File: src/rtl/trig_param_bank.sv
// Bank of 32-bit parameter slots. Each slot is written either straight to the active
// bank or to a shadow copy that is applied on a later tick.
module trig_param_bank #(
    parameter int unsigned          NPARAM   = 16,
    parameter logic [NPARAM*32-1:0] DEFAULTS = '0
) (
    input  logic                   clk,
    input  logic                   reset,
    input  logic [NPARAM-1:0]      trig,
    input  logic [15:0]            data_lo,
    input  logic [15:0]            data_hi,
    input  logic                   mode,
    input  logic                   commit,
    input  logic                   tick,
    input  logic                   soft_clr,
    input  logic [4:0]             rd_sel,
    input  logic                   rd_shadow,
    output logic [NPARAM*32-1:0]   params,
    output logic [31:0]            rd_data,
    output logic                   pending,
    output logic [NPARAM-1:0]      dirty,
    output logic                   upd
);

    localparam int unsigned WORD_W = 32;
    localparam int unsigned SEL_W  = 5;

    typedef enum logic {
        IDLE  = 1'b0,
        ARMED = 1'b1
    } state_t;

    state_t                         state_q;
    logic [NPARAM-1:0][WORD_W-1:0]  shadow_q, shadow_d;
    logic [NPARAM-1:0][WORD_W-1:0]  active_q, active_d;
    logic [NPARAM-1:0][WORD_W-1:0]  def_bank;
    logic [NPARAM-1:0]              dirty_q, dirty_d;
    logic                           upd_q, upd_d;
    logic [WORD_W-1:0]              rd_q, rd_d;
    logic [WORD_W-1:0]              word;
    logic                           apply;

    assign def_bank = DEFAULTS;
    assign word     = {data_hi, data_lo};

    // A tick applies staged data when armed, or in the same edge as a fresh commit.
    assign apply = !soft_clr && tick && ((state_q == ARMED) || commit);

    // Slot update: staged apply first, then this edge's load, so a coincident trig
    // re-stages the new word while the old shadow goes live.
    always_comb begin
        shadow_d = shadow_q;
        active_d = active_q;
        dirty_d  = dirty_q;
        upd_d    = 1'b0;
        if (soft_clr) begin
            shadow_d = def_bank;
            active_d = def_bank;
            dirty_d  = '0;
            upd_d    = 1'b1;
        end else begin
            if (apply && (|dirty_q)) begin
                upd_d = 1'b1;
            end
            for (int unsigned i = 0; i < NPARAM; i++) begin
                if (apply && dirty_q[i]) begin
                    active_d[i] = shadow_q[i];
                    dirty_d[i]  = 1'b0;
                end
                if (trig[i]) begin
                    shadow_d[i] = word;
                    if (mode) begin
                        dirty_d[i] = 1'b1;
                    end else begin
                        active_d[i] = word;
                        dirty_d[i]  = 1'b0;
                        upd_d       = 1'b1;
                    end
                end
            end
        end
    end

    // Readback mux; indices beyond the bank read as zero.
    always_comb begin
        rd_d = '0;
        for (int unsigned i = 0; i < NPARAM; i++) begin
            if (rd_sel == SEL_W'(i)) begin
                rd_d = rd_shadow ? shadow_q[i] : active_q[i];
            end
        end
    end

    always_ff @(posedge clk or posedge reset) begin
        if (reset) begin
            state_q <= IDLE;
        end else if (soft_clr) begin
            state_q <= IDLE;
        end else begin
            case (state_q)
                IDLE:    if (commit && !tick) state_q <= ARMED;
                ARMED:   if (tick)            state_q <= IDLE;
                default:                      state_q <= IDLE;
            endcase
        end
    end

    always_ff @(posedge clk or posedge reset) begin
        if (reset) begin
            shadow_q <= def_bank;
            active_q <= def_bank;
            dirty_q  <= '0;
            upd_q    <= 1'b0;
            rd_q     <= '0;
        end else begin
            shadow_q <= shadow_d;
            active_q <= active_d;
            dirty_q  <= dirty_d;
            upd_q    <= upd_d;
            rd_q     <= rd_d;
        end
    end

    assign params  = active_q;
    assign pending = (state_q == ARMED);
    assign dirty   = dirty_q;
    assign upd     = upd_q;
    assign rd_data = rd_q;

endmodule

File: config.mk
export PLATFORM = sky130hd
export DESIGN_NAME = trig_param_bank
export DESIGN_NICKNAME = d
export VERILOG_FILES = /design/src/rtl/trig_param_bank.sv
export SDC_FILE = /design/constraint.sdc
export NUM_CORES = 2
export LEC_CHECK = 0
export CAP_MARGIN = 15
export CORE_ASPECT_RATIO = 1.4
export CORE_MARGIN = 4
export CORE_UTILIZATION = 60
export CTS_BUF_LIST = sky130_fd_sc_hd__clkbuf_8
export DETAILED_ROUTE_END_ITERATION = 6
export GPL_TIMING_DRIVEN = 1
export PLACE_DENSITY = 0.92
export SYNTH_ARGS = -nofsm -noshare
export SYNTH_HDL_FRONTEND = slang
export SYNTH_SLANG_ARGS = --single-unit
File: constraint.sdc
create_clock -name clk -period 57.2 [get_ports clk]
set_input_delay 5.72 -clock clk [delete_from_list [all_inputs] [get_ports clk]]
set_output_delay 5.72 -clock clk [all_outputs]
set_load 0.05 [all_outputs]
* After elaboration in Yosys (flattened, before gate mapping) *
Cells that the tools add are included.

cells by class
  eq/ne operators = 15
  multiplexer cells = 177
  bitwise logic cells = 1
  reduce and logical (&&, ||, !) cells = 57

operators with widths
  cell                  count
  $mux W32              96
  $mux W512             2
  $mux W1               77
  $reduce_bool A3 Y1    16
  $eq A5 B4 Y1 const B  8
  $reduce_bool A2 Y1    16
  $eq A5 B3 Y1 const B  4
  $logic_and A1 B1 Y1   20
  $mux W16              1
  $reduce_or A16 Y1     1
  $eq A5 B2 Y1 const B  2
  $eq A5 B1 Y1 const B  1
  $logic_not A5 Y1      1
  $logic_not A1 Y1      2
  $pmux W1 S2           1
  $logic_or A1 B1 Y1    1
  $not A1 Y1            1

word-level totals
  register bits after elaboration = 1074
  input bits = 60
  output and inout bits = 562
  logic and storage cells = 301

* Depth between registers and ports, before layout *
  depth after elaboration = 45
  mapped depth = 10
  gate-level depth less buffers = 6

* Worst setup path before layout *
No wires, ideal clock.

  kind = in2reg
  start = input rd_shadow
  end = register rd_q[21] (netlist: rd_data[21])
  library setup time = 0.130 ns
  arrival time = 7.191 ns
  required time = 57.070 ns
  path slack = 49.879 ns
  stages = 8
  buffers on the path = 3
  path through = buf_4 > buf_4 > buf_2 > mux2_2 > a221oi_1 > a21oi_1 > a311oi_1 > o21ai_1

between the ends
  longest elaborated chain between the ends = 17
  elaborated cells on any way between the ends = 32
  classes of those cells = 32 x mux

ends and longest elaborated chain
  element                  line  RTL
  from (decl)              17    input logic rd_shadow,
  $mux W32                 89    rd_d = rd_shadow ? shadow_q[i] : active_q[i];
  $mux W32 (15 in series)  88    if (rd_sel == SEL_W'(i)) begin
  $mux W32 (*)             88
  named net rd_d[21]       39    logic [WORD_W-1:0] rd_q, rd_d;
  to (signal assigned)     120   rd_q <= rd_d;
  to (decl)                39

The timed path passes the listed nets; every way through them passes the cells marked *.
A chain may end at the register's enable or synchronous reset.

* Worst setup path in the final report *
  start = input rd_shadow
  end = register rd_q[16] (netlist: rd_data[16])

Same word-level chain as after synthesis.

==> run summary <==
status = finished, violations left
failing checks = design-rule violations
area grow syn2layout = 16.3%
metal3 WL = 30.2 mm
Register Area = 0.0269 mm2
Reg clk slew, reported paths = 70 ps
Mapped Cells = 5475
required time of the critical path = 58010 ps
Yosys warning count = 0
Synth Area per Inst = 10.5 um2
Max Used Layer = met5
Final Core Density = 70.6%
vias in the first global route = 49200
DIE WIDTH = 269 um
most instantiated library cell after synthesis = mux2i_1
clk sinks = 1074
skew final = 30.7 ps
synthesized area = 0.0573 mm2
Worst setup EP type = flip-flop
first-pass GRT wire length = 315 mm
cts repair resizes = 0
largest net degree at the start of global routing = 236
Via Count = 49600
drt pass-1 iters = 7
top post-synthesis cells by area = dfrtp_1 47%, mux2i_1 25%, nor2_1 7.2%
Yosys top cell by area = dfrtp_1
Max transition margin = 13.5%
#FFs+latches synth = 1074
Fin. Hold Viols = 0
I/O Pins = 622
Core ar. = 0.0944 mm2
proportion of layout cells with a drive suffix above 1 = 9.32%
Setup WS pre-CTS = 47610 ps
Critical Path AT = 9500 ps
fin cells = 7151
Global Route Usage Sum = 40.8%
max_cap viols = 0
met2 wire len = 91.4 mm
Root Buffer Master = clkbuf_8
Final Worst Setup Slack = 48510 ps
initial antenna violation count = 10
DPL Wire Length = 140 mm
fin area = 0.0667 mm2
register area share after synthesis = 46.9%
Die ar. = 0.101 mm2
share of flip-flops with an asynchronous set or reset = 100%
Via density = 6.94
Setup TNS Final = 0 ps
endpoints failing setup = 0
final wirelength = 213 mm
Bufs on Longest Clock Path = 3
DRT antenna net count = 0
Worst Setup Path Type = input port to flip-flop
Post-Syn Nets = 5535
global route total overflow = 0
Max IR drop VDD = 0.0239 mV
multi-input logic area = 0.0278 mm2
pwr/cell area = 28.4 mW/mm2
Placement Rows = 133
crit path max fanout = 129
Die Y = 374 um
RD Place Congestion = 0.964
Routed WL per cell = 29.7 um
Layout fillers = 6332
Worst Setup Start Kind = input port
Leak = 29.2 nW
unrepaired setup endpoints after global routing = false
initial core utilization = 60.7%
Yosys cell types = 60
Post-DP Area = 0.0633 mm2
CTS H-tree lvls = 4
DRT met1 WL = 72.8 mm
Power Total = 1.89 mW
detailed-route DRC error count = 2
Primary FF master, synth = dfrtp_1
EDFF count, synth = 0
# placed instances = 6859
Fin Hold WS = 551 ps
cts hold-fix bufs = 0
Layout Nets = 5871
Achievable Freq = 115 MHz
worst-skew pair later-pin latency = 900 ps
CTS tree = yes
# Post-CTS Setup Buffers = 0
Hold Crit Class = flip-flop to flip-flop
fin. max-slew vios = 0
Final Cycle Share = 15.2%
Num CTS Buffers = 162
Iteration-0 DRC Markers = 7961
Slew @ Worst Pin = 1300 ps
most frequent cells after synthesis = 1438 x mux2i_1, 1096 x nor2_1, 1074 x dfrtp_1
Tmin final = 8690 ps
port buffer count = 621
top cell type's share of synthesized area = 46.9%
## routing by layer
layer	up-vias	GRT usage (%)
met5	-	0.335
met4	10	27.6
met3	1052	16.2
met2	4128	60.0
met1	24100	49.4
li1	20300	-
## cells in the final DEF (no fill, tap or decap), types with 5 or more instances in the layout
| cell type | netlist | layout |
|---|---|---|
| nand2b_2 | 0 | 16 |
| o21ai_1 | 33 | 33 |
| clkdlybuf4s50_1 | 0 | 599 |
| and2_2 | 0 | 16 |
| buf_4 | 46 | 127 |
| nor2_1 | 1096 | 1095 |
| nor2b_1 | 11 | 11 |
| a2111oi_0 | 5 | 5 |
| nor4_1 | 6 | 6 |
| o21ai_0 | 79 | 79 |
| o22ai_1 | 92 | 92 |
| nor2_4 | 4 | 6 |
| nand3_1 | 30 | 30 |
| or3_1 | 14 | 14 |
| nor3_1 | 22 | 22 |
| mux2_2 | 89 | 89 |
| inv_1 | 1 | 53 |
| diode_2 | 0 | 5 |
| a221oi_1 | 15 | 15 |
| nor2_2 | 9 | 8 |
| o22a_1 | 14 | 14 |
| a211oi_1 | 537 | 537 |
| clkinv_2 | 0 | 9 |
| nand4_1 | 10 | 10 |
| a21oi_1 | 111 | 111 |
| clkinvlp_4 | 0 | 11 |
| o221ai_1 | 12 | 12 |
| a221oi_2 | 10 | 10 |
| buf_12 | 0 | 5 |
| nand2_1 | 44 | 43 |
| a22oi_1 | 44 | 44 |
| mux2i_1 | 1438 | 1438 |
| clkbuf_8 | 0 | 206 |
| buf_2 | 73 | 21 |
| a221o_1 | 14 | 14 |
| dfrtp_1 | 1074 | 1074 |
| a31oi_1 | 8 | 8 |
## path summary, 6_finish.rpt
| path | slack (ps) | end | cells after the start | from |
|---|---|---|---|---|
| setup / recovery | 48510 | rd_data[16]$_DFF_PP0_ | 9 | rd_shadow |
| hold / removal | 550 | shadow_q[176]$_DFFE_PP0P_ | 2 | shadow_q[176]$_DFFE_PP0P_ |
| setup reg to reg | 53940 | params[280]$_DFF_PP0_ | 7 | pending$_DFF_PP0_ |
| hold reg to reg | 550 | shadow_q[176]$_DFFE_PP0P_ | 2 | shadow_q[176]$_DFFE_PP0P_ |
| max in group asynchronous | 48600 | params[134]$_DFF_PP0_ | 5 | reset |
| min in group asynchronous | 5430 | params[504]$_DFF_PP0_ | 2 | reset |
## where the power goes
part	internal (mW)	total, mW	leakage (nW)	switching (mW)
clock	0.332	0.646	1.84	0.315
combinational	0.123	0.384	13.1	0.261
sequential	0.807	0.862	14.3	0.0552
total	1.26	1.89	29.2	0.631
## layout make-up
class	instances	area share, %
flip-flops and latches	1074	40.3
clock inverters	78	0.619
clock buffers	206	4.25
diodes	5	0.0188
well taps	1215	2.28
repair buffers	756	10.8
multi-input cells	3816	41.7
inverters	1	0.0169
## flip-flops by register name, indices dropped and copies added (netlist names)
| name | cells |
|---|---|
| rd_data | 32 |
| dirty | 16 |
| upd | 1 |
| shadow_q | 512 |
| params | 512 |
| pending | 1 |
## critical path, stage by stage
cell	delay (ps)
buf_8	540
buf_12	640
buf_4	830
mux2_2	300
nand3_1	70
a221o_1	370
a221oi_2	370
o21ai_1	230
a21oi_1	180
## logic make-up (layout without fill, tap and decap cells)
| group | count (synthesis) | count (layout) | share of synthesized area (%) |
|---|---|---|---|
| mux | 1528 | 1528 | 26.9 |
| simple gates | 1298 | 1298 | 9.28 |
| flops | 1074 | 1074 | 46.9 |
| compound gates | 988 | 988 | 12.1 |
| buf+inv | 585 | 1041 | 4.82 |
| xor+xnor | 2 | 2 | 0.0306 |
| other cells | 0 | 5 | 0 |
(Power assumes the default switching activity.)
